File: src/rtl/uart_tx_param.sv
// Parametrised UART transmitter: DATA_BITS payload, optional parity, 1/2 stop bits.
// Define UART_TX_BREAK_EN to add the send_break input (line break generation).
module uart_tx_param #(
    parameter int DATA_BITS     = 8,
    parameter int TICKS_PER_BIT = 16,
    parameter int STOP_BITS     = 1,
    parameter int PARITY_MODE   = 0,
    parameter int LSB_FIRST     = 0
) (
    input  logic                 clk,
    input  logic                 reset,
    input  logic                 s_tick,
    input  logic                 tx_valid,
    input  logic [DATA_BITS-1:0] d_in,
`ifdef UART_TX_BREAK_EN
    input  logic                 send_break,
`endif
    output logic                 tx_ready,
    output logic                 tx_done,
    output logic                 busy,
    output logic                 tx
);

    localparam int TW = (TICKS_PER_BIT > 1) ? $clog2(TICKS_PER_BIT) : 1;
    localparam int BW = (DATA_BITS > 1) ? $clog2(DATA_BITS) : 1;
    localparam logic [TW-1:0] TICK_LAST = TW'(TICKS_PER_BIT - 1);
    localparam logic [BW-1:0] BIT_LAST  = BW'(DATA_BITS - 1);
    localparam logic [BW-1:0] STOP_LAST = BW'(STOP_BITS - 1);
    localparam logic          ODD       = (PARITY_MODE == 2);

    if (DATA_BITS < 5 || DATA_BITS > 9) begin : g_bad_data_bits
        $error("uart_tx_param: DATA_BITS must be 5..9");
    end
    if (TICKS_PER_BIT < 1 || TICKS_PER_BIT > 64) begin : g_bad_ticks
        $error("uart_tx_param: TICKS_PER_BIT must be 1..64");
    end
    if (STOP_BITS < 1 || STOP_BITS > 2) begin : g_bad_stop
        $error("uart_tx_param: STOP_BITS must be 1 or 2");
    end
    if (PARITY_MODE < 0 || PARITY_MODE > 2) begin : g_bad_parity
        $error("uart_tx_param: PARITY_MODE must be 0, 1 or 2");
    end
    if (LSB_FIRST < 0 || LSB_FIRST > 1) begin : g_bad_order
        $error("uart_tx_param: LSB_FIRST must be 0 or 1");
    end

    typedef enum logic [2:0] {
        IDLE,
        START,
        DATA,
        PARITY,
        STOP,
        BREAK,
        HOLD
    } state_t;

    state_t               state;
    state_t               state_n;
    logic [TW-1:0]        tick_cnt;
    logic [TW-1:0]        tick_n;
    logic [BW-1:0]        bit_idx;
    logic [BW-1:0]        bit_n;
    logic [DATA_BITS-1:0] shreg;
    logic [DATA_BITS-1:0] shreg_n;
    logic                 par;
    logic                 tx_n;
    logic                 done_n;
    logic                 accept;
    logic                 cnt_en;
    logic                 bit_end;

`ifdef UART_TX_BREAK_EN
    assign tx_ready = (state == IDLE) && !send_break;
`else
    assign tx_ready = (state == IDLE);
`endif

    assign accept  = tx_valid && tx_ready;
    assign busy    = !(state inside {IDLE, BREAK, HOLD});
    assign cnt_en  = state inside {START, DATA, PARITY, STOP, HOLD};
    assign bit_end = cnt_en && s_tick && (tick_cnt == TICK_LAST);

    always_ff @(posedge clk or posedge reset) begin
        if (reset) begin
            state    <= IDLE;
            tick_cnt <= '0;
            bit_idx  <= '0;
            shreg    <= '0;
            par      <= 1'b0;
            tx       <= 1'b1;
            tx_done  <= 1'b0;
        end else begin
            state    <= state_n;
            tick_cnt <= tick_n;
            bit_idx  <= bit_n;
            shreg    <= shreg_n;
            tx       <= tx_n;
            tx_done  <= done_n;
            // parity comes from the word as accepted, not the shifted copy
            if (accept) begin
                par <= (^d_in) ^ ODD;
            end
        end
    end

    always_comb begin
        state_n = state;
        tick_n  = tick_cnt;
        bit_n   = bit_idx;
        shreg_n = shreg;
        done_n  = 1'b0;

        if (cnt_en && s_tick) begin
            tick_n = bit_end ? '0 : tick_cnt + 1'b1;
        end

        unique case (state)
            IDLE: begin
`ifdef UART_TX_BREAK_EN
                if (send_break) begin
                    state_n = BREAK;
                end else
`endif
                if (accept) begin
                    state_n = START;
                    tick_n  = '0;
                    bit_n   = '0;
                    shreg_n = d_in;
                end
            end
            START: begin
                if (bit_end) begin
                    state_n = DATA;
                    bit_n   = '0;
                end
            end
            DATA: begin
                if (bit_end) begin
                    shreg_n = (LSB_FIRST != 0) ? (shreg >> 1) : (shreg << 1);
                    if (bit_idx == BIT_LAST) begin
                        state_n = (PARITY_MODE != 0) ? PARITY : STOP;
                        bit_n   = '0;
                    end else begin
                        bit_n = bit_idx + 1'b1;
                    end
                end
            end
            PARITY: begin
                if (bit_end) begin
                    state_n = STOP;
                    bit_n   = '0;
                end
            end
            STOP: begin
                if (bit_end) begin
                    if (bit_idx == STOP_LAST) begin
                        state_n = IDLE;
                        bit_n   = '0;
                        done_n  = 1'b1;
                    end else begin
                        bit_n = bit_idx + 1'b1;
                    end
                end
            end
            BREAK: begin
                tick_n = '0;
`ifdef UART_TX_BREAK_EN
                if (!send_break) begin
                    state_n = HOLD;
                end
`else
                state_n = IDLE;
`endif
            end
            HOLD: begin
                // one full idle-high bit period after a break releases
                if (bit_end) begin
                    state_n = IDLE;
                end
            end
            default: state_n = IDLE;
        endcase
    end

    // tx is computed from the next-state values so the pin is a pure flop
    always_comb begin
        tx_n = 1'b1;
        unique case (state_n)
            START:   tx_n = 1'b0;
            DATA:    tx_n = (LSB_FIRST != 0) ? shreg_n[0] : shreg_n[DATA_BITS-1];
            PARITY:  tx_n = par;
            BREAK:   tx_n = 1'b0;
            default: tx_n = 1'b1;
        endcase
    end

endmodule

File: config.mk
export PLATFORM = sky130hd
export DESIGN_NAME = uart_tx_param
export DESIGN_NICKNAME = d
export VERILOG_FILES = /design/src/rtl/uart_tx_param.sv
export SDC_FILE = /design/constraint.sdc
export NUM_CORES = 1
export LEC_CHECK = 0
export BUFFER_PORTS_ARGS = -buffer_cell sky130_fd_sc_hd__buf_2
export CAP_MARGIN = 20
export CORE_UTILIZATION = 37
export CTS_CLUSTER_DIAMETER = 120
export DETAILED_ROUTE_END_ITERATION = 6
export GPL_TIMING_DRIVEN = 0
export PLACE_DENSITY = 0.65
export SLEW_MARGIN = 30
export SYNTH_ARGS = -nofsm -noshare
export SYNTH_HDL_FRONTEND = slang
export SYNTH_SLANG_ARGS = --single-unit
File: constraint.sdc
create_clock -name clk -period 2 [get_ports clk]
set_input_delay 0.2 -clock clk [delete_from_list [all_inputs] [get_ports clk]]
set_output_delay 0.2 -clock clk [all_outputs]
set_load 0.02 [all_outputs]
==> flow_metrics.py, run 1 <==
metrics = {
    "final_layout": {
        "n_fill_cell": 341,
        "stdcell_count": 207,
        "diodes": 0,
        "regArea_um2": 527,
        "syn_to_final_growth_pct": 14.7,
        "multi_input_area_um2": 713,
        "final_layout_size_suffix_gt1_frac": 0.236,
        "layout.nets": 178,
    },
    "yosys": {
        "synth.avg_cell_area_um2": 9.34,
        "yosys-top-cells-area": "dfrtp_1 (39%), a22o_1 (4.7%), xnor2_1 (4.7%)",
        "synth_top_area_share": 0.385,
        "yosys_warnings": 0,
        "synthTopCellsByCount": "dfrtp_1 (20), a21oi_1 (12), nor2_1 (9), nand2_1 (8)",
        "synth_area_leader_cell": "dfrtp_1",
        "ys_async_sr_fraction": 1.00,
        "postSynthCellCount": 139,
        "synth_edf_count": 0,
        "ys_types": 39,
        "synth.most_common_cell": "dfrtp_1",
        "synth_seq_area_share": 0.406,
        "syn_area_mm2": 0.00130,
        "synth_nets": 155,
        "ys_ff_latch": 21,
        "synth_flop_cell": "dfrtp_1",
    },
    "detailed_routing": {
        "vias_per_cell": 5.45,
        "routed_wl_mm": 2.88,
        "first_pass_iters": 4,
        "num_vias": 1129,
        "drt_iter0_markers": 64,
        "ant_nets": 0,
        "drc": 0,
        "wl_per_cell_um": 13.9,
    },
    "die": {
        "die-area_mm2": 0.00375,
        "ios": 16,
        "coreArea_mm2": 0.00334,
        "start_util": 0.389,
        "fp.dieW_um": 61.2,
        "die_y_um": 61.2,
        "num_rows": 21,
    },
    "run_status": {
        "status": "completed",
    },
    "worst_setup_path": {
        "endpoint_kind": "register",
        "startpoint_type": "register",
        "crit_required_ps": 2200,
        "critPathMaxFanout": 7,
        "crit_type": "reg -> reg",
        "critical_path_arrival_ps": 2090,
    },
    "timing": {
        "fmax_mhz": 528,
        "finalSetupViolCount": 0,
        "clock_skew_ps": 6.16,
        "slew_viol_final": 0,
        "hold_viol": 0,
        "worst_slack_ps": 107,
        "worst_pin_slew_ps": 796,
        "fin_crit_sh": 0.946,
        "min_period_ps": 1890,
        "slew_headroom": 0.469,
        "setup_tns_ps": 0,
        "rsz0062_at_grt": "false",
    },
    "global_route": {
        "grt_pass1_vias": 1075,
        "grt_max_degree": 22,
        "gr-total-overflow": 0,
        "grt_first_pass_wirelength_mm": 4.78,
        "antenna_found_initial": 0,
        "grt_usage": 0.171,
    },
    "pwr": {
        "p_sw_frac": 0.419,
        "ir_drop_mv": 0.529,
        "pwr-share-clk": 0.120,
        "p_leak_nw": 0.709,
        "p_sw_mw": 0.726,
        "combPwrFrac": 0.472,
        "internal_power_mw": 1.00,
        "power.share.sequential": 0.408,
        "cellPowerDensity_mw_per_mm2": 1160,
    },
    "clock_tree": {
        "tritoncts": "built",
        "clk_latency_ps": 300,
        "clock_path_buffers": 2,
        "h-tree-depth": 1,
        "cts_root_buf": "clkbuf_4",
        "clock_sinks": 21,
        "numCtsBuffers": 3,
        "clk_pin_slew_ps": 130,
    },
    "place": {
        "portBuffers": 15,
        "place.gp.congestion": 0.832,
        "pre_cts_ws_ps": 59.1,
        "dp.cells": 200,
        "dp_hpwl_mm": 2.14,
    },
    "min_path": {
        "hold_class": "in -> async",
    },
    "job": {
        "maxCapViolCount": 0,
    },
}
-- layout make-up --
| class | count | area share |
|---|---|---|
| multi-input cells | 103 | 0.479 |
| flip-flops and latches | 21 | 0.353 |
| repair buffers | 18 | 0.0655 |
| well taps | 46 | 0.0386 |
| plain buffers | 8 | 0.0277 |
| inverters | 7 | 0.0176 |
| clock buffers | 3 | 0.0151 |
| clock inverters | 1 | 0.00336 |
-- power groups by stage --
stage                     registers [mW]  clock network, mW  logic [mW]
after floorplan                    0.686                  0       0.621
after global placement             0.702                  0       0.778
after detailed placement           0.711                  0       0.803
after CTS                          0.703              0.216       0.805
after global routing               0.723              0.235       0.911
final                              0.707              0.207       0.816
-- worst paths after layout --
kind                              from         end  slack [ps]  cells after the start
setup / recovery           tick_cnt[0]  bit_idx[0]         110                      6
hold / removal                   reset  bit_idx[1]          30                      2
setup reg to reg           tick_cnt[0]  bit_idx[0]         110                      6
hold reg to reg               shreg[4]    shreg[4]         490                      1
max in group asynchronous        reset    state[0]        1480                      2
min in group clk               d_in[0]    shreg[0]         150                      2
-- per-layer routing --
metal / GRT usage / routed length [um]
met1: 0.223 / 1310
met2: 0.275 / 1430
met3: 0.0273 / 128
met4: 0.0877 / 14
met5: 0 / 0
-- worst max-delay path, stage by stage, from the launching register on --
cell and delay, ps:
dfrtp_1 420, ha_2 240, and4_1 210, buf_4 150
nand2_1 110, a31oi_2 290, mux2_2 380
-- kinds of logic after synthesis --
group | Yosys count | share of synthesized area
buffers and inverters | 15 | 0.0520
and+or+nand+nor | 44 | 0.189
muxes | 4 | 0.0328
AOI/OAI and AO/OA | 42 | 0.222
DFF | 21 | 0.406
xor gates and xnor gates | 9 | 0.0607
adders and majority gates | 4 | 0.0385
-- cells in the final DEF (no fill, tap or decap), types with 2 or more instances in the layout --
master    synthesis  routed
o21ai_0           6       6
xnor2_1           7       7
nor4_1            2       2
nand3_1           5       5
or3_1             3       3
mux2i_1           2       2
inv_1             7       7
a21oi_1          12      12
buf_4             1       4
dfrtp_1          20      20
nor2_1            9       9
nand2b_1          3       3
nor3_1            3       3
mux2_2            2       2
nor2b_1           3       3
xor2_1            2       2
clkbuf_4          0       3
a22o_1            7       7
buf_2             6      21
nand4_1           3       3
nand2_1           8       8
a21o_1            6       6
ha_1              4       3
-- metrics by stage --
step                      instance area, um2   util  hold slack [ps]  power, mW
final                                   1490  0.447             26.1       1.73
after global routing                    1490  0.447             99.9       1.87
after CTS                               1460  0.437             66.6       1.72
after detailed placement                1430  0.429              407       1.51
after global placement                  1430  0.429              395       1.48
after floorplan                         1300      -              176       1.31
-- flip-flops by register name, indices dropped and copies added (netlist names) --
signal,flops
shreg,8
bit_idx,3
tx,1
par,1
tx_done,1
state,3
tick_cnt,4
-- timing repair --
| action | CTS | global route |
|---|---|---|
| hold buffers | 0 | 0 |
| resized for setup | 0 | 2 |
| buffers inserted | 0 | 3 |
| endpoints found under the setup margin | 0 | 4 |
(Power assumes the default switching activity.)
==> inputs of run 2 (changes only) <==
--- a/config.mk
+++ b/config.mk
@@ -7,6 +7,7 @@
 export LEC_CHECK = 0
 export BUFFER_PORTS_ARGS = -buffer_cell sky130_fd_sc_hd__buf_2
 export CAP_MARGIN = 20
+export CORE_MARGIN = 4
 export CORE_UTILIZATION = 37
 export CTS_CLUSTER_DIAMETER = 120
 export DETAILED_ROUTE_END_ITERATION = 6
==> run 2 against run 1 <==
Against the previous run:
- first-iteration DRC count increased by 14%
- die area increased by 21%
- final area decreased by 0.92%
- fmax decreased by 0.53%
- sequential cell count unchanged
- utilization decreased by 0.76 points
- critical path type unchanged
- largest cell class unchanged
- highest routed layer unchanged
==> flow_metrics.py, run 2 (synthesized netlist as in run 1, its figures left out) <==
metrics = {
    "final_layout": {
        "layout.nets": 177,
        "top_register": "shreg",
        "reg_top3": "shreg: 8 flops, tick_cnt: 4 flops",
        "syn_to_final_growth_pct": 13.7,
        "final_common_cell": "buf_2",
        "largest_reg_flops": 8,
        "layout_common_cells": "buf_2 (20), dfrtp_1 (19), a21oi_1 (12), nor2_1 (9), nand2_1 (8)",
        "diodes": 0,
        "final_layout_size_suffix_gt1_frac": 0.219,
    },
    "timing": {
        "fin_crit_sh": 0.951,
        "finalSetupViolCount": 0,
        "slew_headroom": 0.476,
        "rsz0062_at_grt": "false",
        "holdWs_ps": 18.1,
        "hold_viol": 0,
        "setup_tns_ps": 0,
        "worst_pin_slew_ps": 785,
        "clock_skew_ps": 7.30,
        "fmax_mhz": 526,
        "slew_viol_final": 0,
        "min_period_ps": 1900,
    },
    "global_route": {
        "grt_pass1_vias": 1103,
        "gr-total-overflow": 0,
        "grt_max_degree": 22,
        "antenna_found_initial": 0,
        "grt_first_pass_wirelength_mm": 4.77,
        "grt_usage": 0.139,
    },
    "job": {
        "maxCapViolCount": 0,
    },
    "detailed_routing": {
        "drt_iter0_markers": 73,
        "drc": 0,
        "vias_per_cell": 5.39,
        "num_vias": 1110,
        "wl_per_cell_um": 13.7,
        "ant_nets": 0,
        "first_pass_iters": 5,
        "routed_wl_mm": 2.82,
    },
    "worst_setup_path": {
        "crit_required_ps": 2210,
        "endpoint_kind": "register",
        "cp_cell_sequence": "ha_1 > and4_1 > buf_4 > nand2_1 > a31oi_1 > mux2_2",
        "slowest_delay_ps": 410,
        "cp_slowest_cell": "dfrtp_1",
        "crit_type": "reg -> reg",
        "startpoint_type": "register",
        "crit_family": "flip-flops",
        "critical_path_arrival_ps": 2110,
        "critPathMaxFanout": 7,
        "cp_num_buf_inv": 1,
    },
    "place": {
        "place.gp.congestion": 0.854,
        "portBuffers": 15,
        "dp_hpwl_mm": 2.13,
    },
    "run_status": {
        "status": "completed",
    },
    "die": {
        "fp.dieW_um": 67.2,
        "num_rows": 21,
        "die_y_um": 67.2,
        "coreArea_mm2": 0.00336,
        "die-area_mm2": 0.00452,
        "start_util": 0.386,
        "ios": 16,
    },
    "min_path": {
        "hold_class": "in -> async",
    },
    "pwr": {
        "p_sw_frac": 0.414,
        "p_leak_nw": 0.702,
        "power_mw": 1.71,
        "power.share.sequential": 0.413,
        "p_sw_mw": 0.707,
        "ir_drop_mv": 0.543,
        "combPwrFrac": 0.467,
        "pwr-share-clk": 0.120,
        "cellPowerDensity_mw_per_mm2": 1160,
        "internal_power_mw": 1.00,
    },
    "clock_tree": {
        "clk_latency_ps": 310,
        "clock_path_buffers": 2,
        "clock_sinks": 21,
        "numCtsBuffers": 3,
        "h-tree-depth": 1,
        "tritoncts": "built",
        "hold_buffers": 0,
        "cts_root_buf": "clkbuf_4",
        "clk_pin_slew_ps": 120,
    },
}
==> run 2: cell types whose count changed in the layout (fill, tap and decap cells not counted) <==
cell and delta:
a31oi_2 -1, a31oi_1 +1, dfrtp_1 -1, dfrtp_2 +1, clkbuf_1 +1, ha_2 -1
buf_2 -1, clkinv_2 -1, ha_1 +1
==> run 2: worst register-to-register path, delay by kind of cell (launching register included) <==
family	cells	cell delay, ps
buf+inv	1	150
flops	1	410
fa+ha+maj	1	260
compound gates	1	310
simple gates	2	300
mux	1	380
==> run 2: final timing paths <==
| check | from | end | slack (ps) | depth (start not counted) |
|---|---|---|---|---|
| setup / recovery | tick_cnt[0] | bit_idx[0] | 100 | 6 |
| setup reg to reg | tick_cnt[0] | bit_idx[0] | 100 | 6 |
| max in group asynchronous | reset | state[1] | 1450 | 2 |
| min in group clk | d_in[0] | shreg[0] | 130 | 2 |
| hold / removal | reset | state[0] | 20 | 2 |
| hold reg to reg | shreg[5] | shreg[5] | 490 | 1 |
==> run 2: layout make-up <==
cell class	count	area, um2
Buffer	8	43.8
Clock buffer	4	26.3
Fill cell	361	1890
Inverter	7	26.3
Multi-Input combinational cell	103	704
Sequential cell	21	528
Tap cell	46	57.6
Timing Repair Buffer	17	90.1
==> run 2: per-layer routing <==
layer | track usage | wire, um | vias up
met5 | 0 | 0 | -
met1 | 0.170 | 1260 | 528
li1 | - | - | 544
met4 | 0.0658 | 46 | 0
met2 | 0.237 | 1390 | 33
met3 | 0.0216 | 122 | 5
==> run 2: metrics by stage <==
stage	util	setup slack (ps)	std cells	instance area, um2
floorplan	-	269	139	1300
global placement	0.426	95.2	200	1430
detailed placement	0.426	39.5	200	1430
CTS	0.433	0.567	204	1460
global route	0.439	0.626	206	1480
finish	0.439	97.4	206	1480
==> run 2: power by group through the flow <==
stage | clock network (mW) | logic, mW | registers [mW]
after floorplan | 0 | 0.621 | 0.686
after global placement | 0 | 0.777 | 0.702
after detailed placement | 0 | 0.796 | 0.712
after CTS | 0.219 | 0.798 | 0.704
after global routing | 0.234 | 0.894 | 0.733
final | 0.205 | 0.799 | 0.705
==> run 2: what timing repair did <==
item	CTS	global route
endpoints found under the hold margin	0	0
setup buffers	0	2
setup endpoints to repair	0	5
resized for setup	0	3
==> inputs of run 3 (changes only) <==
--- a/config.mk
+++ b/config.mk
@@ -5,6 +5,7 @@
 export SDC_FILE = /design/constraint.sdc
 export NUM_CORES = 1
 export LEC_CHECK = 0
+export ABC_AREA = 1
 export BUFFER_PORTS_ARGS = -buffer_cell sky130_fd_sc_hd__buf_2
 export CAP_MARGIN = 20
 export CORE_MARGIN = 4
==> run 3 against run 2 <==
Against the previous run:
- combinational power increased by 4.5%
- setup slack better by 140 ps
- fmax is 8.2% higher
- clock-buffer cell count shrank 1
- sequential power grew 4.0%
- total power is 4.4% higher
- register-to-register slack better by 190 ps
- final area fell by 4.7%
- synthesized area decreased by 3.8%
- synthesized cell count rose by 13%
- die area is 3.3% lower
- sequential share of layout area grew 1.7 points
- largest power group unchanged
- highest routed layer unchanged
==> flow_metrics.py, run 3 <==
metrics = {
    "place": {
        "pre_cts_ws_ps": 303,
        "portBuffers": 15,
        "place.gp.congestion": 0.774,
        "dp_hpwl_mm": 2.00,
        "dp.cells": 216,
    },
    "clock_tree": {
        "clk_pin_slew_ps": 130,
        "postCtsSetupBuffers": 0,
        "clock_path_buffers": 2,
        "h-tree-depth": 1,
        "tritoncts": "built",
        "cts_resized": 0,
        "hold_buffers": 0,
        "clk_latency_ps": 310,
        "clock_sinks": 21,
        "cts_root_buf": "clkbuf_4",
        "numCtsBuffers": 3,
    },
    "yosys": {
        "ys_async_sr_fraction": 1.00,
        "ys_types": 27,
        "synthTopCellsByCount": "nand2_1 (35), inv_1 (26), dfrtp_1 (20), nor2_1 (18), nand3_1 (10)",
        "ys_ff_latch": 21,
        "synth_top_area_share": 0.400,
        "synth_area_leader_cell": "dfrtp_1",
        "synth_seq_area_share": 0.421,
        "synth_flop_cell": "dfrtp_1",
        "synth.most_common_cell": "nand2_1",
        "synth_nets": 173,
        "yosys_warnings": 0,
        "syn_area_mm2": 0.00125,
        "synth_edf_count": 0,
        "postSynthCellCount": 157,
        "synth.avg_cell_area_um2": 7.96,
        "yosys-top-cells-area": "dfrtp_1 (40%), nand2_1 (11%), inv_1 (7.8%)",
    },
    "die": {
        "num_rows": 20,
        "coreArea_mm2": 0.00315,
        "fp.dieW_um": 66.1,
        "die-area_mm2": 0.00437,
        "ios": 16,
        "die_y_um": 66.1,
        "start_util": 0.396,
    },
    "timing": {
        "worst_slack_ps": 242,
        "holdWs_ps": 18.2,
        "fin_crit_sh": 0.879,
        "min_period_ps": 1760,
        "worst_pin_slew_ps": 808,
        "fmax_mhz": 569,
        "slew_headroom": 0.461,
        "clock_skew_ps": 7.28,
        "setup_tns_ps": 0,
        "slew_viol_final": 0,
        "finalSetupViolCount": 0,
        "rsz0062_at_grt": "false",
        "hold_viol": 0,
    },
    "final_layout": {
        "fin_util": 0.446,
        "layout_common_cells": "nand2_1 (35), inv_1 (26), dfrtp_1 (20), nor2_1 (18), buf_2 (15)",
        "stdcell_count": 220,
        "final_layout_size_suffix_gt1_frac": 0.165,
        "final_common_cell": "nand2_1",
        "reg_top3": "shreg: 8 flops, tick_cnt: 4 flops",
        "top_register": "shreg",
        "syn_to_final_growth_pct": 12.6,
        "largest_reg_flops": 8,
        "n_fill_cell": 344,
        "diodes": 0,
        "layout.nets": 193,
    },
    "worst_setup_path": {
        "endpoint_kind": "primary output",
        "startpoint_type": "register",
        "critical_path_arrival_ps": 1560,
        "crit_type": "reg -> out",
        "worstRegToRegCells": 10,
        "critPathMaxFanout": 5,
        "crit_required_ps": 1800,
    },
    "job": {
        "maxCapViolCount": 0,
    },
    "global_route": {
        "grt_usage": 0.132,
        "antenna_found_initial": 0,
        "grt_pass1_vias": 1038,
        "grt_first_pass_wirelength_mm": 4.47,
        "gr-total-overflow": 0,
        "grt_max_degree": 22,
    },
    "detailed_routing": {
        "drt_iter0_markers": 31,
        "drc": 0,
        "wl_per_cell_um": 11.6,
        "num_vias": 1068,
        "first_pass_iters": 4,
        "ant_nets": 0,
        "vias_per_cell": 4.85,
        "routed_wl_mm": 2.56,
    },
    "run_status": {
        "status": "completed",
    },
    "pwr": {
        "ir_drop_mv": 0.554,
        "p_leak_nw": 0.769,
        "cellPowerDensity_mw_per_mm2": 1270,
    },
    "min_path": {
        "hold_class": "in -> async",
    },
}
-- run 3: cell families (layout without fill, tap and decap cells) --
group / count (synthesis) / in the layout / share of synthesized area
flip-flops: 21 / 21 / 0.421
AO/OA/AOI/OAI: 21 / 21 / 0.114
adder cells (fa/ha/maj): 4 / 4 / 0.0400
buffers and inverters: 28 / 47 / 0.0901
AND/OR/NAND/NOR: 75 / 75 / 0.278
XOR/XNOR: 8 / 8 / 0.0561
-- run 3: final cells by class --
class	count	area (um2)	area share
multi-input cells	108	611	0.434
flip-flops and latches	21	527	0.374
inverters	27	101	0.0720
clock buffers	3	22.5	0.0160
clock inverters	1	5.00	0.00356
plain buffers	1	11.3	0.00800
repair buffers	15	75.1	0.0533
well taps	44	55.1	0.0391
-- run 3: final timing paths --
check / from / end / slack, ps
min: reset / state[2] / 20
min reg2reg: shreg[7] / shreg[7] / 490
max reg2reg: tick_cnt[1] / bit_idx[1] / 290
max: state[0] / busy / 240
min in group clk: d_in[2] / shreg[2] / 120
max in group asynchronous: reset / shreg[2] / 1480
-- run 3: layer usage --
| layer | up-vias | track usage | wire (um) |
|---|---|---|---|
| li1 | 543 | - | - |
| met1 | 497 | 0.153 | 1170 |
| met2 | 26 | 0.237 | 1240 |
| met3 | 2 | 0.0391 | 119 |
| met4 | 0 | 0.0305 | 24 |
| met5 | - | 0 | 0 |
-- run 3: power by group --
part / internal [mW] / switching (mW) / total [mW] / leakage, nW
Sequential: 0.610 / 0.123 / 0.733 / 0.267
Combinational: 0.299 / 0.536 / 0.835 / 0.484
Clock: 0.0747 / 0.140 / 0.215 / 0.0177
-- run 3: worst max-delay path, stage by stage, from the launching register on --
cell	delay, ps
dfrtp_1	450
nand2_1	220
inv_1	80
o21ai_0	170
inv_1	70
nor2_1	90
buf_2	170
-- run 3: per-stage QoR --
| step | instance area [um2] | total power, mW |
|---|---|---|
| 2_1_floorplan | 1250 | 1.38 |
| 3_3_place_gp | 1380 | 1.55 |
| 3_5_place_dp | 1380 | 1.59 |
| 4_1_cts | 1410 | 1.80 |
| 5_1_grt | 1410 | 1.97 |
| 6_report | 1410 | 1.78 |
